[config.mk]
export PLATFORM = sky130hd
export DESIGN_NAME = serial_to_3par
export DESIGN_NICKNAME = d
export VERILOG_FILES = /design/src/rtl/serial_to_3par_pkg.sv /design/src/rtl/serial_to_3par.sv
export SDC_FILE = /design/constraint.sdc
export NUM_CORES = 1
export LEC_CHECK = 0
export CORE_ASPECT_RATIO = 1.25
export CORE_UTILIZATION = 25
export DETAILED_ROUTE_END_ITERATION = 7
export PLACE_DENSITY_LB_ADDON = 0.08
export SETUP_SLACK_MARGIN = 0.05
export SYNTH_ARGS = -nofsm -noshare
export SYNTH_HDL_FRONTEND = slang
export SYNTH_SLANG_ARGS = --single-unit
[constraint.sdc]
create_clock -name CLK -period 2.7 [get_ports CLK]
set_clock_uncertainty 0.05 [all_clocks]
set_input_delay 0.27 -clock CLK [delete_from_list [all_inputs] [get_ports CLK]]
set_output_delay 0.27 -clock CLK [all_outputs]
set_load 0.01 [all_outputs]
[src/rtl/serial_to_3par_pkg.sv]
// rtl/serial_to_3par_pkg.sv - shared constants and phase encoding for the 3-lane packer
package serial_to_3par_pkg;

   localparam int NBIT_DEFAULT = 10;
   localparam int LANES        = 3;

   typedef enum logic [1:0] {
      PH0 = 2'd0,
      PH1 = 2'd1,
      PH2 = 2'd2
   } ph_t;

endpackage

[src/rtl/serial_to_3par.sv]
// rtl/serial_to_3par.sv - packs three serial samples into one block for the 3-parallel FIR
module serial_to_3par
   import serial_to_3par_pkg::*;
#(
   parameter int NBIT = NBIT_DEFAULT
) (
   input  logic            CLK,
   input  logic            RST_n,
   input  logic [NBIT-1:0] Din,
   input  logic            Vin,
   input  logic            Flush,
   output logic [NBIT-1:0] Dout3k,
   output logic [NBIT-1:0] Dout3k1,
   output logic [NBIT-1:0] Dout3k2,
   output logic            Vout
);

   ph_t             ph;
   ph_t             ph_next;
   logic [NBIT-1:0] s0;
   logic [NBIT-1:0] s1;
   logic [NBIT-1:0] lane0;
   logic [NBIT-1:0] lane1;
   logic [NBIT-1:0] lane2;
   logic            emit;

   // A sample arriving with Flush is taken into the block before it is closed.
   always_comb begin
      ph_next = ph;
      emit    = 1'b0;
      lane0   = s0;
      lane1   = '0;
      lane2   = '0;
      case (ph)
         PH0: begin
            lane0 = Din;
            if (Vin) begin
               ph_next = PH1;
               emit    = Flush;
            end
         end
         PH1: begin
            lane1 = Vin ? Din : '0;
            if (Vin) ph_next = PH2;
            emit = Flush;
         end
         PH2: begin
            lane1 = s1;
            lane2 = Vin ? Din : '0;
            emit  = Vin | Flush;
         end
         default: ph_next = PH0;
      endcase
      if (emit) ph_next = PH0;
   end

   always_ff @(posedge CLK or negedge RST_n) begin
      if (!RST_n) begin
         ph <= PH0;
         s0 <= '0;
         s1 <= '0;
      end else begin
         ph <= ph_next;
         if (Vin && ph == PH0) s0 <= Din;
         if (Vin && ph == PH1) s1 <= Din;
      end
   end

   // Lanes only change on an emit so the filter can sample them any time Vout is high.
   always_ff @(posedge CLK or negedge RST_n) begin
      if (!RST_n) begin
         Dout3k  <= '0;
         Dout3k1 <= '0;
         Dout3k2 <= '0;
         Vout    <= 1'b0;
      end else begin
         Vout <= emit;
         if (emit) begin
            Dout3k  <= lane0;
            Dout3k1 <= lane1;
            Dout3k2 <= lane2;
         end
      end
   end

endmodule

==> run metrics, run 1 <==
initial antenna violation count 0; Worst Path Arrival ~2.3 ns; asr flop ratio synth 1.00; status finished clean; crit-path cells ha_1 -> nand2b_1 -> o22ai_4 -> buf_4 -> mux2_2; Max Slew Vio Count 0; GRT Total Usage 0.124; TritonCTS buffer count 5; Yosys Warn Count 0; CP max stage delay 0.41 ns; Crit Reg-Reg Startpoint ph[0]; Vias/cell 4.48; chip width 89.9 um; Post-Syn Instances 205; endpoint type of the worst setup path flop; Yosys cell types 19; syn_nets about 220; # setup viols final 0; top-area cell type share of the netlist area 0.549; path depth of the worst reg2reg path 5; post-synthesis sequential area ratio 0.549; Worst Tran Pin Value 0.695 ns; count leader, synth dfrtp_1; DRT Wirelength 5800 um; Layout Cells excl Fill 375; post-route setup slack 0.557 ns; FF-to-FF setup slack between 0.5 and 0.6 ns; fraction of layout cells with a size suffix above 1 0.222; via count between 1500 and 2000; input/output buffers 44; GPL Wtd Cong just under 0.7; I/O pin cnt between 40 and 50; Initial Util 0.260; post-route DRC violation count 0; CTS sink cnt 53; setup_tns 0 ns; fin crit period around 2.1 ns; Inst Count DP 368; Post-synth EDFFs 0; RSZ-0062 raised after global routing false; clk buf depth 2; hpwl dp 3900 um; Root Buffer Master clkbuf_16; top cells by count, synth 53 x dfrtp_1, 40 x mux2_2, 32 x nand2_1, 13 x inv_1, 12 x o21ai_0; row count 39; mapped cell area 0.00241 sq mm; Placeable Area 0.00927 sq mm; delay-heaviest family, CP flip-flops; postcts setup bufs 0; largest net degree at the start of global routing 54; worst vdd ir 0.000386 V; Overflow after GRT 0; endpoints failing hold 0; Max Fclk 467 MHz; Final nets about 270; Die Span Y 112 um; power density over cell area 1160 mW/mm^2; area leader, netlist dfrtp_1; data required time of the worst path 2.82 ns; Hold Buf Count CTS 0; P_leak roughly 1.3 nW; Hold Crit Class in -> async; Startpoint Class flop; number of global-route vias before repair between 1500 and 2000; post-route antenna net violation count 0; Seq cells post-synth between 50 and 60; Synth area leaders dfrtp_1 55%, mux2_2 19%, nand2_1 5.0%; first-pass GRT wire length 9690 um; worst-path fanout max 14; FF-to-FF End Dout3k[2]; crit path kind reg -> reg; post_cts resized 0; DR pass1 iterations 4; Syn Area/Cell 11.8 sq um; pre-CTS setup slack ~0.51 ns; Final period util 0.794; critical path buffer and inverter count 1; slowest CP cell dfrtp_1; Skew-Pair Late Insertion Delay 0.29 ns; Top FF cell, synth dfrtp_1; max capacitance violation total 0; fin util 0.338; average routed wire per standard cell 15.5 um; CTS tree done; clock slew at reported path FFs 0.06 ns; n_diodes 0; Detailed Route Iter0 Violations 59; die area 0.0101 sq mm; H-Tree Depth 2; Area Overhead vs Synth 29.8%; Slew headroom 0.537
report_power, final:
group / internal, W / switching [W]
logic: 0.000913 / 0.000741
clock network: 0.000365 / 0.000276
registers: 0.00115 / 0.000184
total: 0.00243 / 0.00120
state kept, by name (all words and copies together) (netlist names):
| signal | cells |
|---|---|
| ph | 2 |
| s1 | 10 |
| Dout3k | 10 |
| Dout3k1 | 10 |
| Dout3k2 | 10 |
| Vout | 1 |
| s0 | 10 |
per-layer routing:
metal,GRT usage,share of wire,wire length (um)
met1,0.158,0.46,2640
met3,0.0232,0.034,196
met4,0.0452,0.016,90
met2,0.209,0.50,2870
met5,0,0,0
how the worst max path moves through the flow:
| stage | startpoint | to | slack (ns) | depth (start not counted) |
|---|---|---|---|---|
| after floorplan | ph[0] | Dout3k1[1] | 0.97 | 6 |
| after global placement | ph[0] | Dout3k[9] | 0.57 | 5 |
| after detailed placement | ph[0] | Dout3k[2] | 0.51 | 5 |
| after CTS | ph[0] | Dout3k[2] | 0.50 | 5 |
| after global routing | ph[0] | Dout3k[3] | 0.41 | 5 |
| final | ph[0] | Dout3k[2] | 0.56 | 5 |
cell usage in the layout, fill, tap and decap left out:
cell type | synthesis | layout
buf_2 | 4 | 1
dfrtp_1 | 53 | 53
nand4b_1 | 10 | 10
o21ai_0 | 12 | 12
nand2_1 | 32 | 32
clkbuf_1 | 4 | 1
ha_1 | 5 | 5
mux2_2 | 40 | 40
nand2b_1 | 1 | 1
a21oi_1 | 3 | 3
clkdlybuf4s50_1 | 0 | 43
buf_4 | 1 | 7
clkbuf_16 | 0 | 5
clkbuf_8 | 0 | 1
nand3b_1 | 1 | 1
o21ai_1 | 1 | 1
a21boi_0 | 10 | 10
o22ai_4 | 1 | 1
inv_1 | 13 | 13
o21ba_2 | 1 | 1
nand3_1 | 11 | 11
cells by family (layout without fill, tap and decap cells):
| family | after synthesis | count (layout) | share of synthesized area |
|---|---|---|---|
| DFF | 53 | 53 | 0.549 |
| AOI/OAI and AO/OA | 28 | 28 | 0.0767 |
| buffers and inverters | 24 | 71 | 0.0472 |
| adders and majority gates | 5 | 5 | 0.0259 |
| and+or+nand+nor | 55 | 55 | 0.115 |
| muxes | 40 | 40 | 0.187 |
worst reg2reg max path, cell delays in order (launching register included):
cell and delay [ns]:
dfrtp_1 0.41, ha_1 0.35, nand2b_1 0.23, o22ai_4 0.34
buf_4 0.29, mux2_2 0.35
per-stage QoR:
stage / instance area (sq um) / hold slack [ns] / total power (W)
4_1_cts: 3130 / 0.0997 / 0.00371
6_report: 3130 / 0.0551 / 0.00363
2_1_floorplan: 2410 / -0.0756 / 0.00235
5_1_grt: 3130 / 0.139 / 0.00392
3_5_place_dp: 2990 / 0.411 / 0.00304
3_3_place_gp: 2990 / 0.408 / 0.00303
final cells by class:
| class | count | area [sq um] |
|---|---|---|
| multi-input combinational | 128 | 975 |
| fill | 967 | 6140 |
| tap | 123 | 154 |
| inverter | 13 | 48.8 |
| clock buffer | 7 | 143 |
| timing repair buffer | 51 | 488 |
| sequential | 53 | 1330 |
Note: power is estimated with default switching activity, not from simulation.
==> inputs of run 2 (changes only) <==
==> constraint.sdc (replaced) <==
create_clock -name CLK -period 1.95 [get_ports CLK]
set_clock_uncertainty 0.05 [all_clocks]
set_input_delay 0.195 -clock CLK [delete_from_list [all_inputs] [get_ports CLK]]
set_output_delay 0.195 -clock CLK [all_outputs]
set_load 0.01 [all_outputs]
==> run 2 against run 1 <==
Register-to-register slack got worse by 0.38 ns. Clock power grew 38%. Global-route usage up 0.21 points. Worst hold slack gained 0.31 ns. Combinational power increased by 47%. Sequential cell count stayed put. Clock-buffer cell count unchanged. Routed wire length grew 1.7%. Utilization increased by 0.84 points. Fmax increased by 21%. Critical path type unchanged.
==> run metrics, run 2 (synthesis results as in run 1) <==
status finished clean; Worst Path Arrival ~1.9 ns; average routed wire per standard cell ~16 um; GPL Wtd Cong 0.675; worst-path fanout max 21; Overflow after GRT 0; setup_tns 0 ns; Final period util 0.910; Area Overhead vs Synth 33.0%; top sig layer met4; CTS tree done; number of global-route vias before repair around 1900; GRT Total Usage 0.126; chip width 89.9 um; input/output buffers 44; H-Tree Depth 2; TritonCTS buffer count 5; clk buf depth 2; Slew headroom 0.742; crit-path cells inv_1 -> ha_2 -> o21ai_1 -> o22ai_4 -> buf_12 -> mux2_2; endpoint type of the worst setup path flop; largest net degree at the start of global routing between 50 and 60; slowest CP cell dfrtp_1; path depth of the worst reg2reg path 6; Root Buffer Master clkbuf_16; DR pass1 iterations 4; Die Span Y 112 um; Worst setup startpoint ph[0]; DR WL met2 3000 um; wire length on met3 188 um; first-pass GRT wire length 9850 um; Hold Crit Class in -> async; commonest non-fill, non-tap cell in the layout dfrtp_1; initial antenna violation count 0; endpoints failing hold 0; Reg area 0.00133 sq mm; fin util 0.346; n_diodes 0; Worst Tran Pin Value roughly 0.39 ns; pre-CTS setup slack 0.122 ns; CTS sink cnt 53; hpwl dp 3900 um; worst vdd ir 0.000495 V; power density over cell area between 1500 and 2000 mW/mm^2; P_leak 1.36 nW; Startpoint Class flop; Placeable Area 0.00927 sq mm; fin crit period about 1.8 ns; postcts setup bufs 0; DRT Wirelength 5900 um; Skew-Pair Late Insertion Delay roughly 0.28 ns; Metal-1 WL 2620 um; max capacitance violation total 0; fraction of layout cells with a size suffix above 1 0.241; I/O pin cnt 45; post-route DRC violation count 0; crit path kind reg -> reg; row count 39; clock slew at reported path FFs 0.07 ns; commonest cells after routing, fill and taps aside 53 x dfrtp_1, 43 x clkdlybuf4s50_1, 40 x mux2_2; Crit Reg-Reg Startpoint ph[0]; data required time of the worst path 2.07 ns; Initial Util 0.260; via count 1688; RSZ-0062 raised after global routing false; Max Fclk 564 MHz; Detailed Route Iter0 Violations 85; # setup viols final 0; die area just over 0.01 sq mm; Max Slew Vio Count 0; Fillers 945; Final nets 276; multi-input combinational cell area just under 0.001 sq mm; CP max stage delay between 0.4 and 0.5 ns; post-route antenna net violation count 0; Vias/cell 4.44; post-route setup slack 0.175 ns
## run 2: where the power goes
group          internal [W]  switching [W]  total, W
combinational       0.00137        0.00106   0.00242
sequential          0.00160       0.000249   0.00184
clock              0.000505       0.000379  0.000884
## run 2: final timing paths
| kind | endpoint | slack (ns) |
|---|---|---|
| max | Dout3k[5] | 0.18 |
| min | Dout3k[7] | 0.37 |
| max reg2reg | Dout3k[5] | 0.18 |
| min reg2reg | s1[8] | 0.43 |
| max in group asynchronous | ph[0] | 1.20 |
| min in group CLK | s1[8] | 0.43 |
## run 2: area by class of cell
cell class | instances | share of cell area
clock buffers | 7 | 0.0444
inverters | 13 | 0.0152
multi-input cells | 128 | 0.305
flip-flops and latches | 53 | 0.413
well taps | 123 | 0.0479
repair buffers | 56 | 0.175
## run 2: repair_timing
item | CTS | global route
hold endpoints to repair | 53 | 0
resized for setup | 0 | 4
hold buffers | 1 | 0
setup endpoints to repair | 0 | 12
## run 2: critical path, delay by kind of cell (launching register included)
kind                     cells  cell delay, ns
AO/OA/AOI/OAI                2            0.31
adder cells (fa/ha/maj)      1            0.22
multiplexers                 1            0.34
buffers and inverters        2            0.32
flip-flops                   1            0.41
## run 2: per-stage QoR
stage | cell area [sq um] | total power (W) | instances | hold slack (ns)
floorplan | 2410 | 0.00326 | 205 | -0.151
CTS | 3200 | 0.00524 | 380 | 0.401
global placement | 3050 | 0.00430 | 372 | 0.176
global route | 3210 | 0.00554 | 380 | 0.429
detailed placement | 3050 | 0.00432 | 372 | 0.179
finish | 3210 | 0.00515 | 380 | 0.369
## run 2: per-layer routing
metal,up-vias,GRT usage
met5,-,0
li1,804,-
met2,33,0.214
met3,6,0.0232
met1,845,0.159
met4,0,0.0484
